[src/rtl/ball_engine.sv]
// ball_engine: breakout ball mover with wall/paddle/floor resolution, brick probe handshake,
// serve, speed-up, lives and game-over sequencing.
module ball_engine #(
    parameter int XW           = 10,
    parameter int YW           = 10,
    parameter int SCREEN_W     = 160,
    parameter int SCREEN_H     = 120,
    parameter int PADDLE_Y     = 110,
    parameter int PADDLE_HALF  = 16,
    parameter int STEP_MAX     = 4,
    parameter int SPEEDUP_HITS = 4,
    parameter int LIVES        = 3,
    localparam int LW          = $clog2(LIVES + 1)
) (
    input  logic          clk_i,
    input  logic          reset_i,
    input  logic          tick_i,
    input  logic          serve_i,
    input  logic [XW-1:0] paddle_x_i,
    input  logic          brick_hit_i,
    output logic [XW-1:0] ball_x_o,
    output logic [YW-1:0] ball_y_o,
    output logic [XW-1:0] probe_x_o,
    output logic [YW-1:0] probe_y_o,
    output logic          probe_valid_o,
    output logic          brick_clear_o,
    output logic          lost_o,
    output logic [LW-1:0] lives_o,
    output logic [2:0]    speed_o,
    output logic          game_over_o
);
    localparam int HW = $clog2(SPEEDUP_HITS + 1);
    localparam logic signed [XW:0] X_MAX   = (XW+1)'(SCREEN_W - 1);
    localparam logic signed [YW:0] Y_PAD   = (YW+1)'(PADDLE_Y);
    localparam logic signed [YW:0] Y_FLOOR = (YW+1)'(SCREEN_H - 1);
    localparam logic [XW-1:0] X_EDGE = XW'(SCREEN_W - 1);
    localparam logic [XW-1:0] HALF   = XW'(PADDLE_HALF);
    localparam logic [YW-1:0] Y_REST = YW'(PADDLE_Y - 1);
    localparam logic [2:0]    SMAX   = 3'(STEP_MAX);
    localparam logic [HW-1:0] HMAX   = HW'(SPEEDUP_HITS);
    localparam logic [LW-1:0] LMAX   = LW'(LIVES);

    typedef enum logic [2:0] {IDLE, RUN, PROBE, RESOLVE, LOSE, OVER} state_e;

    state_e        state_q, state_d;
    logic [XW-1:0] x_q, x_d, cx_q, cx_d;
    logic [YW-1:0] y_q, y_d, cy_q, cy_d;
    logic          dx_q, dx_d, dy_q, dy_d, ph_q, ph_d;
    logic [2:0]    speed_q, speed_d;
    logic [HW-1:0] hit_q, hit_d;
    logic [LW-1:0] lives_q, lives_d;

    logic signed [XW:0] sx;
    logic signed [YW:0] sy;
    logic [XW-1:0]      ccx, diff;
    logic [YW-1:0]      ccy;
    logic               x_wall, ph, fl, brk;

    // dx=1 moves right, dy=1 moves down; signed one-bit-wider math keeps walls wrap-free
    assign sx     = dx_q ? $signed({1'b0, x_q}) + $signed({{(XW-2){1'b0}}, speed_q})
                         : $signed({1'b0, x_q}) - $signed({{(XW-2){1'b0}}, speed_q});
    assign sy     = dy_q ? $signed({1'b0, y_q}) + $signed({{(YW-2){1'b0}}, speed_q})
                         : $signed({1'b0, y_q}) - $signed({{(YW-2){1'b0}}, speed_q});
    assign x_wall = sx[XW] || sx > X_MAX;
    assign ccx    = sx[XW] ? '0 : (sx > X_MAX ? X_EDGE : sx[XW-1:0]);
    assign ccy    = sy[YW] ? '0 : sy[YW-1:0];
    assign diff   = ccx >= paddle_x_i ? ccx - paddle_x_i : paddle_x_i - ccx;
    assign ph     = dy_q && sy >= Y_PAD && diff <= HALF;
    assign fl     = dy_q && !ph && sy >= Y_FLOOR;
    assign brk    = brick_hit_i && !ph_q;

    always_comb begin
        state_d = state_q;
        x_d     = x_q;
        y_d     = y_q;
        cx_d    = cx_q;
        cy_d    = cy_q;
        dx_d    = dx_q;
        dy_d    = dy_q;
        ph_d    = ph_q;
        speed_d = speed_q;
        hit_d   = hit_q;
        lives_d = lives_q;
        case (state_q)
            IDLE: begin
                x_d = paddle_x_i;
                y_d = Y_REST;
                if (serve_i) begin
                    state_d = RUN;
                    dx_d    = 1'b1;
                    dy_d    = 1'b0;
                end
            end
            RUN: if (tick_i) begin
                cx_d    = ccx;
                cy_d    = ph ? Y_REST : ccy;
                dx_d    = dx_q ^ x_wall;
                dy_d    = dy_q ^ (sy[YW] | ph);
                ph_d    = ph;
                state_d = fl ? LOSE : PROBE;
                if (ph) begin
                    hit_d   = hit_q + 1'b1 == HMAX ? '0 : hit_q + 1'b1;
                    speed_d = hit_q + 1'b1 == HMAX && speed_q < SMAX ? speed_q + 1'b1 : speed_q;
                end
            end
            PROBE: state_d = RESOLVE;
            RESOLVE: begin
                x_d     = cx_q;
                y_d     = brk ? y_q : cy_q;
                dy_d    = dy_q ^ brk;
                state_d = RUN;
            end
            LOSE: begin
                lives_d = lives_q - 1'b1;
                if (lives_q == LW'(1)) state_d = OVER;
                else begin
                    state_d = IDLE;
                    x_d     = paddle_x_i;
                    y_d     = Y_REST;
                    dx_d    = 1'b1;
                    dy_d    = 1'b0;
                    speed_d = 3'd1;
                    hit_d   = '0;
                end
            end
            OVER: state_d = OVER;
            default: state_d = IDLE;
        endcase
    end

    always_ff @(posedge clk_i) begin
        if (reset_i) begin
            state_q <= IDLE;
            x_q     <= paddle_x_i;
            y_q     <= Y_REST;
            cx_q    <= '0;
            cy_q    <= '0;
            dx_q    <= 1'b1;
            dy_q    <= 1'b0;
            ph_q    <= 1'b0;
            speed_q <= 3'd1;
            hit_q   <= '0;
            lives_q <= LMAX;
        end else begin
            state_q <= state_d;
            x_q     <= x_d;
            y_q     <= y_d;
            cx_q    <= cx_d;
            cy_q    <= cy_d;
            dx_q    <= dx_d;
            dy_q    <= dy_d;
            ph_q    <= ph_d;
            speed_q <= speed_d;
            hit_q   <= hit_d;
            lives_q <= lives_d;
        end
    end

    assign ball_x_o      = x_q;
    assign ball_y_o      = y_q;
    assign probe_x_o     = cx_q;
    assign probe_y_o     = cy_q;
    assign probe_valid_o = state_q == PROBE;
    assign brick_clear_o = state_q == RESOLVE && brk;
    assign lost_o        = state_q == LOSE;
    assign lives_o       = lives_q;
    assign speed_o       = speed_q;
    assign game_over_o   = state_q == OVER;
endmodule

[config.mk]
export PLATFORM = sky130hd
export DESIGN_NAME = ball_engine
export DESIGN_NICKNAME = d
export VERILOG_FILES = /design/src/rtl/ball_engine.sv
export SDC_FILE = /design/constraint.sdc
export NUM_CORES = 1
export LEC_CHECK = 0
export CAP_MARGIN = 20
export CORE_MARGIN = 4
export CORE_UTILIZATION = 55
export CTS_CLUSTER_SIZE = 25
export DETAILED_ROUTE_END_ITERATION = 16
export GPL_TIMING_DRIVEN = 1
export HOLD_SLACK_MARGIN = 0.1
export PLACE_DENSITY = 0.8
export SYNTH_ARGS = -nofsm -noshare
export SYNTH_HDL_FRONTEND = slang
export SYNTH_SLANG_ARGS = --single-unit
export TNS_END_PERCENT = 30
[constraint.sdc]
create_clock -name clk_i -period 10.55 [get_ports clk_i]
set_input_delay 1.5825 -clock clk_i [delete_from_list [all_inputs] [get_ports clk_i]]
set_output_delay 1.5825 -clock clk_i [all_outputs]
set_load 0.05 [all_outputs]
## Word-level counts from Yosys, hierarchy flattened

Index checks and enable logic that the tools add are counted.

| cells by class | value |
|---|---|
| add/sub/neg operators | 9 |
| order comparisons | 6 |
| equality and inequality tests | 14 |
| mux-type cells | 36 |
| bitwise logic cells | 4 |
| reduce and logical (&&, ||, !) cells | 24 |

Operators with widths:

| operator | count |
|---|---|
| 10-bit two-way mux | 9 |
| 10-bit one-hot mux with 3 select lines | 2 |
| 3-bit two-way mux | 12 |
| 10-bit by 3-bit adder with 11-bit output | 2 |
| 11-bit by 8-bit >= comparator with 1-bit output (second input constant) | 2 |
| 11-bit two-way mux | 2 |
| 10-bit by 3-bit subtractor with 11-bit output | 2 |
| 10-bit subtractor | 2 |
| 3-bit one-hot mux with 6 select lines | 1 |
| 2-bit != test (second input constant) | 6 |
| 3-bit one-hot mux with 2 select lines | 2 |
| 4-bit AND reduction | 3 |
| 11-bit by 9-bit > comparator with 1-bit output (second input constant) | 1 |
| 10-bit >= comparator | 1 |
| 10-bit by 5-bit <= comparator with 1-bit output (second input constant) | 1 |
| 3-bit equality test (second input constant) | 3 |
| 4-bit nonzero test | 2 |
| 1-bit logical AND | 7 |
| 3-bit by 1-bit adder with 3-bit output (second input constant) | 2 |
| 3-bit by 2-bit equality test with 1-bit output (second input constant) | 2 |
| 1-bit two-way mux | 6 |
| 2-bit AND reduction | 3 |
| 3-bit nonzero test | 2 |
| 5-bit AND reduction | 1 |
| 14 further kinds | 17 |

| word-level totals | value |
|---|---|
| flip-flop bits (word level) | 54 |
| input port bits | 15 |
| output and inout bits | 49 |

## Longest topological paths before layout

| logic depth | value |
|---|---|
| depth in word-level cells | 15 |
| mapped depth | 28 |

## Worst setup path after synthesis

No wires, ideal clock.

| path | value |
|---|---|
| path kind | register -> register |
| start point | register speed_q[0] (netlist: speed_o[0]) |
| end point | register speed_q[1] (netlist: speed_o[1]) |
| arrival | 6.865 ns |
| data required time | 10.435 ns |
| path slack | 3.569 ns |
| cell stages (with the launch flop) | 29 |
| buffers on the path | 4 |
| clock period less this slack | 6.981 ns |
| path through | dfxtp_1 inv_1 ha_1 ha_1 mux2_2 ha_1 a21o_1 a221oi_1 o31ai_1 a311oi_1 nor2_1 a211oi_1 nand3_1 o21ai_0 inv_1 ha_1 buf_2 nand4_2 or3_4 and2_4 buf_6 a221oi_2 nor3_1 or4b_1 or4b_1 buf_2 or2_1 buf_6 a31o_1 |

| between the ends | value |
|---|---|
| word-level cells in the longest chain between the ends | 11 |
| elaborated cells on any way between the ends | 27 |
| classes of those cells | 7 x add/sub; 5 x order compare; 2 x eq/ne; 9 x mux; 4 x reduce/logical |

RTL lines:

| what | RTL line | RTL |
|---|---|---|
| start, declared | 49 | `logic [2:0] speed_q, speed_d;` |
| start signal, assigned | 153 | `speed_q <= speed_d;` |
| 10-bit by 3-bit subtractor with 11-bit output / 10-bit by 3-bit adder with 11-bit output (equally long branches) | 61, 60 |  |
| 11-bit two-way mux * | 60 | `assign sx = dx_q ? $signed({1'b0, x_q}) + $signed({{(XW-2){1'b0}}, speed_q})` |
| 11-bit by 9-bit > comparator with 1-bit output | 65 | `assign ccx = sx[XW] ? '0 : (sx > X_MAX ? X_EDGE : sx[XW-1:0]);` |
| 10-bit two-way mux | 65 |  |
| 10-bit two-way mux * | 65 |  |
| via ccx[3] | 55 | `logic [XW-1:0] ccx, diff;` |
| 10-bit subtractor / 10-bit >= comparator (equally long branches) | 67 | `assign diff = ccx >= paddle_x_i ? ccx - paddle_x_i : paddle_x_i - ccx;` |
| 10-bit two-way mux * | 67 |  |
| 10-bit by 5-bit <= comparator with 1-bit output * | 68 | `assign ph = dy_q && sy >= Y_PAD && diff <= HALF;` |
| 1-bit logical AND * | 68 |  |
| 2-bit != test (no line) * | n/a |  |
| 5-bit AND reduction (no line) * | n/a |  |

The timed path passes the listed nets; every way through them passes the cells marked *. The select of a mux whose other input is x is not followed.
A chain may end at the register's enable or synchronous reset.

## Worst setup path after layout

Ends and elaborated chain as after synthesis.

==> flow_metrics.tcl <==
set metrics [dict create \
    grt_pass1_wl_um 21800 \
    drt_wl_total_um 13200 \
    worst_setup_path_end_kind "register" \
    wl_per_cell_um 18.3 \
    min_path_cells 2 \
    cts_setup_buffers 0 \
    grt_overflow 0 \
    placed_area_um2 5200 \
    avgSynthCellArea_um2 7.92 \
    p_leak_nw 2.14 \
    finalCritPeriodShare 0.737 \
    ir_worst_vdd_mv 0.187 \
    synthCells 576 \
    clock_sinks 54 \
    layout-drive-gt1-share 0.0532 \
    required_ns 10.78 \
    synthToLayoutAreaGrowth_pct 16.1 \
    synth_edf_count 10 \
    drtPass1Iterations 5 \
    yosys_warnings 0 \
    grt_use_met3 0.0393 \
    finish.instance_area_um2 5300 \
    coreArea_um2 7890 \
    hold_violations 0 \
    powerDensity_nw_per_um2 266 \
    drtIter0Drc 250 \
    fin_setup_tns_ns 0 \
    clk_latency_ns 0.32 \
    synth-main-ff-cell "dfxtp_1" \
    slew-limit-headroom 0.327 \
    grt_max_degree 44 \
    syn-cell-area_um2 4560 \
    cts_tree "built" \
    clock_skew_ns 0.0138 \
    rsz0062_at_grt "no" \
    final_cell_mix "63 x clkdlybuf4s50_1, 56 x nand2_1, 44 x dfxtp_1, 43 x ha_1, 42 x o21ai_0" \
    setup_viol 0 \
    layout_commonest_cell "clkdlybuf4s50_1" \
    path_class "register to register" \
    htreeDepth 2 \
    tightest_slew_ns 1.01 \
    grt.total_usage 0.269 \
    status "finished clean" \
    synth_async_sr_flop_share 0 \
    initial_core_util 0.579 \
    die_w_um 99.1 \
    grtUsageMet2 0.436 \
    ios 64 \
    path_clk_slew_ns 0.11 \
    cts_buffers 5 \
    post-route-min-period_ns 7.77 \
    busiest_layer "met2" \
    reg2reg_depth 24 \
    root_buffer "clkbuf_8" \
    hold_buffers 0 \
    maxSlewViolCount 0 \
    synth-seq-cells 54 \
    gr-usage-met1 0.372 \
    std_cell_rows 32 \
    die_area_um2 9820 \
    drv_cap 0 \
    io_buffers 63 \
    ys_types 74 \
    timing.fmax_ghz 0.129 \
    cp.arrival_ns 8.01 \
    layout.nets 679 \
    gp_congestion 0.948 \
    startpoint_type "register" \
    drc 0 \
    grt_pass1_vias 4269 \
    cts_buffer_depth 2 \
    die_h_um 99.1 \
    hold_class "register to register" \
    viasPerCell 6.20 \
    dpl.hpwl_um 10300 \
    cts_resized 0 \
    seq_area_frac_synth 0.259 \
    ant_nets 0 \
    crit_fanout 16 \
    antenna_found_initial 0 \
    n_antenna_cell 0 \
    num_vias 4473 \
]
report_power, final:
part           internal (mW)  switching, mW
clock                 0.0498         0.0765
sequential             0.233         0.0337
combinational          0.393          0.624
cells by family (layout without fill, tap and decap cells):
group	after synthesis	count (layout)	share of synthesized area
AO/OA/AOI/OAI	183	183	0.270
adder cells (fa/ha/maj)	46	46	0.129
flip-flops	54	54	0.259
multiplexers	8	8	0.0186
other	2	3	0.00165
buffers and inverters	66	109	0.0598
AND/OR/NAND/NOR	198	198	0.226
XOR/XNOR	19	19	0.0365
stage by stage:
stage	setup WS, ns	utilization	hold slack [ns]	total power [mW]	instances
after floorplan	3.57	-	0.436	1.03	577
after global placement	3.24	0.660	0.450	1.25	714
after detailed placement	2.92	0.660	0.458	1.26	714
after CTS	2.89	0.672	0.479	1.39	722
after global routing	2.05	0.672	0.506	1.53	722
final	2.78	0.672	0.474	1.41	722
final timing paths:
check / start / end / slack, ns
worst max register to register: speed_o[0]$_SDFFE_PP1P_ / speed_o[1]$_SDFFE_PP0P_ / 2.78
worst max-delay path: speed_o[0]$_SDFFE_PP1P_ / speed_o[1]$_SDFFE_PP0P_ / 2.78
worst min-delay path: hit_q[1]$_SDFFE_PP0P_ / hit_q[1]$_SDFFE_PP0P_ / 0.47
worst min register to register: hit_q[1]$_SDFFE_PP0P_ / hit_q[1]$_SDFFE_PP0P_ / 0.47
registers in the layout (all words and copies together), names as in the netlist, 2 cells and up:
signal     flops
probe_y_o     10
speed_o        3
ball_y_o      10
ball_x_o      10
probe_x_o     10
state_q        3
hit_q          3
lives_o        2
cell type report:
cell class / count / area, um^2
clock inverter: 3 / 28.8
timing repair buffer: 65 / 646
multi-input combinational: 457 / 3110
inverter: 36 / 135
fill: 698 / 2590
sequential: 54 / 1180
tap: 102 / 128
clock buffer: 5 / 68.8
synth_stat cells, types with 5 or more instances:
master	number	area share
nand3_1	19	0.021
edfxtp_1	10	0.066
nor2_1	37	0.030
ha_1	43	0.12
dfxtp_1	44	0.19
a22o_1	6	0.012
nor3_1	15	0.016
a21oi_1	38	0.042
a211oi_1	9	0.015
nand2_1	56	0.046
o211ai_1	6	0.0099
nor2b_1	7	0.0096
a31oi_1	9	0.012
xnor2_1	13	0.025
a31o_2	5	0.0096
o21ai_0	42	0.046
and2_1	6	0.0082
a21o_1	15	0.025
nand2b_1	12	0.016
o21bai_1	7	0.012
inv_1	36	0.030
nand4_1	8	0.011
buf_2	5	0.0055
nand3b_1	9	0.015
clkbuf_1	20	0.016
or2_2	5	0.0069
xor2_1	6	0.012
worst max-delay path: stages, from the launching register on:
cell and delay (ns):
dfxtp_1 0.48, inv_1 0.12, ha_1 0.21, ha_1 0.28, mux2_2 0.27, ha_1 0.34, a21o_1 0.21, a221oi_1 0.34
o31ai_1 0.14, a311oi_1 0.38, nor2_1 0.08, a211oi_1 0.29, nand3_1 0.24, o21ai_0 0.42, inv_1 0.10, ha_1 0.55
nand4_4 0.18, or3_4 0.45, and2_4 0.22, a221oi_2 0.29, nor3_1 0.07, or4b_1 0.54, or4b_1 0.79, or2_1 0.44
a31o_1 0.25
per-layer routing:
layer,wire [um],share of wire
met5,0,0
met4,269,0.020
met3,803,0.061
met2,6130,0.46
met1,6000,0.45
No activity file was read; power rests on OpenSTA's default activity.
